**src/rtl/mem_stage.sv**
```systemverilog
// MEM stage: runs loads/stores over a req/ack handshake,
// stalls upstream while busy, registers the MEM->WB bundle.
module mem_stage #(
  parameter int MEM_BASE = 1024,
  parameter int TIMEOUT  = 16
) (
  input  logic        clk,
  input  logic        rst,
  input  logic        WB_EN_IN,
  input  logic        MEM_R_EN_IN,
  input  logic        MEM_W_EN_IN,
  input  logic [31:0] PCIn,
  input  logic [31:0] ALUResIn,
  input  logic [31:0] STValIn,
  input  logic [4:0]  destIn,
  output logic        mem_req,
  output logic        mem_we,
  output logic [31:0] mem_addr,
  output logic [31:0] mem_wdata,
  input  logic [31:0] mem_rdata,
  input  logic        mem_ack,
  output logic        freeze,
  output logic        WB_EN,
  output logic        MEM_R_EN,
  output logic [31:0] PC,
  output logic [31:0] ALURes,
  output logic [31:0] MemData,
  output logic [4:0]  dest,
  output logic        mem_err
);

  localparam int CW = (TIMEOUT > 0) ? $clog2(TIMEOUT + 1) : 1;
  localparam logic [CW-1:0] CNT_LAST =
    CW'((TIMEOUT > 0) ? TIMEOUT - 1 : 0);

  typedef enum logic {
    S_IDLE,
    S_BUSY
  } state_t;

  state_t        r_state;
  state_t        w_next;
  logic [CW-1:0] r_cnt;
  logic          w_memop;
  logic          w_tmo;
  logic          w_issue;
  logic          w_done;
  logic          w_abort;
  logic          w_pass;
  logic [31:0]   w_addr;

  assign w_memop = MEM_R_EN_IN | MEM_W_EN_IN;
  assign w_tmo   = (TIMEOUT != 0) && (r_cnt == CNT_LAST);
  assign w_addr  = (ALUResIn - 32'(MEM_BASE)) & 32'hFFFF_FFFC;

  // Next state, stall and per-cycle action strobes
  always_comb begin
    w_next  = r_state;
    w_issue = 1'b0;
    w_done  = 1'b0;
    w_abort = 1'b0;
    freeze  = 1'b0;
    unique case (r_state)
      S_IDLE: begin
        if (w_memop) begin
          freeze  = 1'b1;
          w_issue = 1'b1;
          w_next  = S_BUSY;
        end
      end
      S_BUSY: begin
        if (mem_ack) begin
          w_done = 1'b1;
          w_next = S_IDLE;
        end else if (w_tmo) begin
          w_abort = 1'b1;
          w_next  = S_IDLE;
        end else begin
          freeze = 1'b1;
        end
      end
      default: w_next = S_IDLE;
    endcase
    // Reset releases the pipeline at once, even mid-access.
    if (rst) freeze = 1'b0;
    w_pass = ((r_state == S_IDLE) && !w_memop) || w_done;
  end

  // State register
  always_ff @(posedge clk or posedge rst) begin
    if (rst) r_state <= S_IDLE;
    else     r_state <= w_next;
  end

  // Busy-cycle counter, cleared on issue
  always_ff @(posedge clk or posedge rst) begin
    if (rst) begin
      r_cnt <= '0;
    end else if (w_issue) begin
      r_cnt <= '0;
    end else if ((r_state == S_BUSY) && (w_next == S_BUSY)) begin
      r_cnt <= r_cnt + 1'b1;
    end
  end

  // Memory request interface, held stable while busy
  always_ff @(posedge clk or posedge rst) begin
    if (rst) begin
      mem_req   <= 1'b0;
      mem_we    <= 1'b0;
      mem_addr  <= '0;
      mem_wdata <= '0;
    end else if (w_issue) begin
      mem_req   <= 1'b1;
      mem_we    <= MEM_W_EN_IN;
      mem_addr  <= w_addr;
      mem_wdata <= STValIn;
    end else if (w_done || w_abort) begin
      mem_req   <= 1'b0;
    end
  end

  // MEM->WB bundle: pass on completion, bubble on issue/abort
  always_ff @(posedge clk or posedge rst) begin
    if (rst) begin
      WB_EN    <= 1'b0;
      MEM_R_EN <= 1'b0;
      PC       <= '0;
      ALURes   <= '0;
      MemData  <= '0;
      dest     <= '0;
    end else if (w_pass) begin
      WB_EN    <= WB_EN_IN;
      MEM_R_EN <= MEM_R_EN_IN;
      PC       <= PCIn;
      ALURes   <= ALUResIn;
      dest     <= destIn;
      if (w_done && !mem_we) MemData <= mem_rdata;
    end else if (w_issue || w_abort) begin
      WB_EN    <= 1'b0;
      MEM_R_EN <= 1'b0;
    end
  end

  // Sticky timeout flag
  always_ff @(posedge clk or posedge rst) begin
    if (rst)          mem_err <= 1'b0;
    else if (w_abort) mem_err <= 1'b1;
  end

endmodule
```
**config.mk**
```make
export PLATFORM = sky130hd
export DESIGN_NAME = mem_stage
export DESIGN_NICKNAME = d
export VERILOG_FILES = /design/src/rtl/mem_stage.sv
export SDC_FILE = /design/constraint.sdc
export NUM_CORES = 1
export LEC_CHECK = 0
export BUFFER_PORTS_ARGS = -buffer_cell sky130_fd_sc_hd__buf_2
export CORE_MARGIN = 4
export CORE_UTILIZATION = 47
export CTS_CLUSTER_SIZE = 40
export DETAILED_ROUTE_END_ITERATION = 8
export HOLD_SLACK_MARGIN = 0.03
export PLACE_DENSITY = 0.79
export SETUP_SLACK_MARGIN = 0.2
export SYNTH_ARGS = -nofsm -noshare
export SYNTH_HDL_FRONTEND = slang
export SYNTH_SLANG_ARGS = --single-unit
```
**constraint.sdc**
```tcl
create_clock -name clk -period 6.75 [get_ports clk]
set_input_delay 0 -clock clk [delete_from_list [all_inputs] [get_ports clk]]
set_output_delay 0 -clock clk [all_outputs]
set_load 0.03 [all_outputs]
```
# == Yosys cells after proc, flatten, opt, wreduce, memory -nomap -nowiden ==
# Cells that the tools add are included.
# classes
addsub,2
n_eq_ne,1
mux,18
bitwise,2
n_reduce_logical,12
# ops
cell,n
"subtractor 32 x 11 -> 32 bit, second input constant",1
two-way mux 1 bit,15
two-way mux 5 bit,2
nonzero test 2 bit,3
"adder 5 x 1 -> 5 bit, second input constant",1
"== test 5 x 4 -> 1 bit, second input constant",1
logical AND 1 bit,3
logical OR 1 bit,3
logical NOT 1 bit,2
case mux 1 bit (2 select lines),1
AND reduction 2 bit,1
NOT 1 bit,1
bitwise OR 1 bit,1
# totals
register_bits,174
input_bits,139
out_inout_bits,171
word_cells,48

# == Logic depth before layout (Yosys ltp) ==
# depth
depth_word,7
depth_mapped,7
mapped_depth_nobuf,7

# == Worst setup path before layout ==
# Ideal clock, no wire load.
# synth_path
path_kind,reg2out
start,reg r_cnt[0]
end,out freeze
t_arrival_ns,1.938
required_time_ns,6.750
path_slack_ns,4.812
stages_incl_launch_ff,7
n_path_buf,0
path_cell_list,dfrtp_1 > ha_1 > and3_1 > ha_1 > nor3b_1 > nor2_1 > nor2_1
# synth_via
elab_chain_cells,5
# synth_lines
element,line,rtl
start: declaration,43,logic [CW-1:0] r_cnt;
start signal: assignment,102,r_cnt <= r_cnt + 1'b1;
== test 5 x 4 -> 1 bit,53,assign w_tmo = (TIMEOUT != 0) && (r_cnt == CNT_LAST);
two-way mux 1 bit,75,end else if (w_tmo) begin
two-way mux 1 bit,72,if (mem_ack) begin
case mux 1 bit (2 select lines),63,unique case (r_state)
two-way mux 1 bit,85,if (rst) freeze = 1'b0;
end: declaration,22,"output logic freeze,"
# Every way passes these cells.

# == Final worst setup path ==
# layout_path
start,in ALUResIn[10]
end,reg mem_addr[30]
# layout_via
elab_chain_cells,1
# layout_lines
element,line,rtl
start: declaration,13,"input logic [31:0] ALUResIn,"
subtractor 32 x 11 -> 32 bit,54,assign w_addr = (ALUResIn - 32'(MEM_BASE)) & 32'hFFFF_FFFC;
end signal: assignment,116,mem_addr <= w_addr;
end: declaration,18,"output logic [31:0] mem_addr,"
# Every way passes these cells.
# A chain may end at the register's enable or synchronous reset.

==> Flow_metrics.wiki <==
{| class="wikitable"
! Metric !! Value
|-
| Area growth syn-to-layout || 54.6%
|-
| Clock latency at the later pin of the worst-skew pair || 0.41 ns
|-
| Post-route setup slack || around 4.2 ns
|-
| Number of synthesized register bits || 174
|-
| Port Buffer Count || 307
|-
| Final standard cell count with taps included and fillers excluded || 1209
|-
| Final Critical Period || 2.59 ns
|-
| Final hold vios || 0
|-
| Total global routing track utilization || 0.267
|-
| Initial core utilization || 0.477
|-
| GPL Wtd Cong || 0.801
|-
| Post-placement setup slack || between 4 and 5 ns
|-
| Die X-Extent || ~130 um
|-
| Highest-delay cell along the critical path || sky130_fd_sc_hd__dlygate4sd3_1
|-
| FP Rows || between 40 and 50
|-
| Leak || about 5.3 nW
|-
| CTS-repair resized insts || 0
|-
| Number of clock sinks || around 170
|-
| Peak clock frequency supported by timing || 387 MHz
|-
| Capturing element type of the critical path || register
|-
| Worst min-delay path class || input port to register
|-
| Maximum ir drop on the vdd rail || 0.215 mV
|-
| Pin count of the biggest net entering global routing || 101
|-
| Final number of max-transition violations || 0
|-
| Core Util, Final || 0.737
|-
| Number of setup violations in the final report || 0
|-
| YS warnings || 0
|-
| Final Power || 4.56 mW
|-
| Total I/O pin count || 310
|-
| Most common cell type on the critical path || sky130_fd_sc_hd__dlygate4sd3_1
|-
| Number of levels in the clock H-tree || 4
|-
| Netlist area before placement || between 0.006 and 0.007 mm^2
|-
| Maximum root-to-sink buffer count || 2
|-
| Placeable core region || 0.0145 mm^2
|-
| Share of the yosys chip area belonging to registers || 0.631
|-
| Yosys top cell by area || sky130_fd_sc_hd__dfrtp_1
|-
| Detailed-route wire length || ~22 mm
|-
| Critical path start-end classification || input port to register
|-
| Number of CTS-inserted buffers || 17
|-
| Outcome || finished, final reports clean
|-
| Final antenna-violating net count || 0
|-
| TritonCTS clock tree || built
|-
| Synthesized instance count || around 560
|-
| Total die area || 0.0167 mm^2
|-
| Fraction of layout instances using a drive strength above 1 || 0.440
|-
| Count of maximum capacitance violations || 0
|-
| Post-synth EDFFs || 0
|-
| Pre-Repair DR Iteration Count || 5
|-
| WP data arrival || 2.93 ns
|-
| Synth Flop Type || sky130_fd_sc_hd__dfrtp_1
|-
| Clock root cell || sky130_fd_sc_hd__clkbuf_16
|-
| First-pass GRT wire length || between 30 and 40 mm
|-
| Ys async rst share || 1.00
|-
| Overall die height || 129 um
|-
| Vias post-DR || 6116
|-
| Clock transition at the registers of the reported paths || 0.07 ns
|-
| Sort of element at the start of the critical path || input port
|-
| Slowest Stage Delay on Critical Path || 0.57 ns
|-
| Initial antenna violation count || 0
|-
| Antenna Diode Count || 0
|-
| Share of the cycle needed by the critical path after routing || 0.383
|-
| Avg Cell Area, Syn || 12.3 um^2
|-
| Total power per unit cell area || 427 mW/mm^2
|-
| Count of unique library cells instantiated by Yosys || 43
|-
| Via count of the first global-routing pass || 6493
|-
| Leading cell types by total area after synthesis || sky130_fd_sc_hd__dfrtp_1, sky130_fd_sc_hd__mux2_2, sky130_fd_sc_hd__nand2_1
|-
| Post CTS Setup Buffer Count || 0
|-
| Transition time of the tightest slew-check pin || 0.927 ns
|-
| Detailed-route DRC error count || 0
|-
| Setup TNS || 0 ns
|-
| Detailed placer's ending HPWL || 13.6 mm
|-
| Grt total ovfl || 0
|-
| Via/cell ratio || 5.06
|-
| Sequence of cells on the critical path || dlygate4sd3_1, buf_2, inv_1, ha_1, nor3b_2, nand4_2, or4_1, dlygate4sd3_1, a31oi_1
|-
| Number of design-rule violations left by the first detailed-router iteration || 311
|-
| Clock Skew || 0.00575 ns
|-
| Number of nets in the final layout || 1154
|-
| Setup repair after global routing missed its margin || no
|-
| Post-detailed-route wirelength per cell || 18.3 um
|-
| Worst endpoint required time || 7.09 ns
|-
| Highest net fanout along the worst path || 7
|-
| Placed Instances || 1032
|-
| Hold_buf cts || 145
|-
| Top-area cell type share of the netlist area || 0.631
|-
| Worst slew slack as a fraction of its limit || 0.382
|}
-- final timing paths --
check	from	endpoint	slack, ns	cells past startpoint
max	ALUResIn[10]	mem_addr[30]	4.16	9
min	STValIn[5]	mem_wdata[5]	0.31	4
max reg2reg	r_state	mem_addr[17]	4.34	5
min reg2reg	mem_addr[12]	mem_addr[12]	0.48	2
max in group asynchronous	rst	mem_wdata[30]	4.89	4
min in group asynchronous	rst	r_cnt[2]	0.39	3
-- logic make-up after synthesis --
logic type / count (synthesis) / synth area share
xor gates and xnor gates: 12 / 0.0152
AOI/OAI and AO/OA: 43 / 0.0364
and+or+nand+nor: 194 / 0.125
adders and majority gates: 3 / 0.00544
muxes: 100 / 0.163
DFF: 174 / 0.631
other: 1 / 0.000543
buffers and inverters: 36 / 0.0228
-- flip-flops by register name, summed over array words and instances (netlist names) --
signal and count:
mem_wdata 32, PC 32, MemData 32, WB_EN 1
r_state 1, r_cnt 5, dest 5, mem_req 1
ALURes 32, mem_we 1, mem_addr 30, mem_err 1
MEM_R_EN 1
-- report_power, final --
group | total (mW) | internal [mW] | switching (mW)
Combinational | 1.91 | 0.629 | 1.28
Sequential | 1.64 | 1.42 | 0.222
Clock | 1.01 | 0.587 | 0.422
Total | 4.56 | 2.63 | 1.92
-- layer usage --
layer / global-route usage / vias to the layer above / share of wire
li1: - / 2795 / -
met1: 0.293 / 2944 / 0.36
met2: 0.461 / 303 / 0.51
met3: 0.0857 / 74 / 0.084
met4: 0.142 / 0 / 0.046
met5: 0 / - / 0
-- Yosys cell counts (all sizes together), types with 2 or more instances --
cell and n:
dfrtp 174, nand2 143, mux2 100, o21ai 26, clkbuf 18, nor2 18, buf 10, or3 9
xor2 9, inv 8, a31oi 7, nand3 6, nand4 4, ha 3, nor4 3, or4 3
xnor2 3, nand4b 2, nor3b 2, o31ai 2
-- critical path, delay by kind of cell --
family          cells  cell delay, ns
fa+ha+maj           1            0.20
buf+inv             4            1.36
compound gates      1            0.16
simple gates        3            1.20
-- per-stage QoR --
stage,hold slack (ns),area (um^2)
after floorplan,0.105,6910
after global placement,0.188,8610
after detailed placement,0.194,8610
after CTS,0.276,10700
after global routing,0.299,10700
final,0.314,10700
-- cell type report --
class	count	area (um^2)
fill	920	3810
tap	184	230
multi-input combinational	354	2420
timing repair buffer	457	3030
inverter	8	35.0
clock buffer	17	425
sequential	174	4350
clock inverter	15	184
-- cell usage in the layout, fill, tap and decap left out, types with 2 or more instances in the layout --
cell / instances
sky130_fd_sc_hd__nand2_1: 143
sky130_fd_sc_hd__o21ai_0: 17
sky130_fd_sc_hd__buf_4: 5
sky130_fd_sc_hd__clkinv_2: 2
sky130_fd_sc_hd__ha_1: 3
sky130_fd_sc_hd__buf_2: 307
sky130_fd_sc_hd__nand4_1: 2
sky130_fd_sc_hd__mux2_2: 93
sky130_fd_sc_hd__o31ai_1: 2
sky130_fd_sc_hd__clkinvlp_4: 5
sky130_fd_sc_hd__xnor2_1: 3
sky130_fd_sc_hd__a31oi_1: 7
sky130_fd_sc_hd__inv_6: 4
sky130_fd_sc_hd__dlygate4sd3_1: 145
sky130_fd_sc_hd__inv_1: 6
sky130_fd_sc_hd__conb_1: 2
sky130_fd_sc_hd__or4_1: 2
sky130_fd_sc_hd__clkbuf_16: 17
sky130_fd_sc_hd__nor2_1: 18
sky130_fd_sc_hd__nor4_2: 2
sky130_fd_sc_hd__o21ai_1: 8
sky130_fd_sc_hd__nand4b_1: 2
sky130_fd_sc_hd__or3_1: 9
sky130_fd_sc_hd__dfrtp_1: 174
sky130_fd_sc_hd__nand3_1: 6
sky130_fd_sc_hd__nand4_2: 2
sky130_fd_sc_hd__mux2_1: 7
sky130_fd_sc_hd__xor2_1: 9
sky130_fd_sc_hd__bufinv_16: 3
Note: power is estimated with default switching activity, not from simulation.
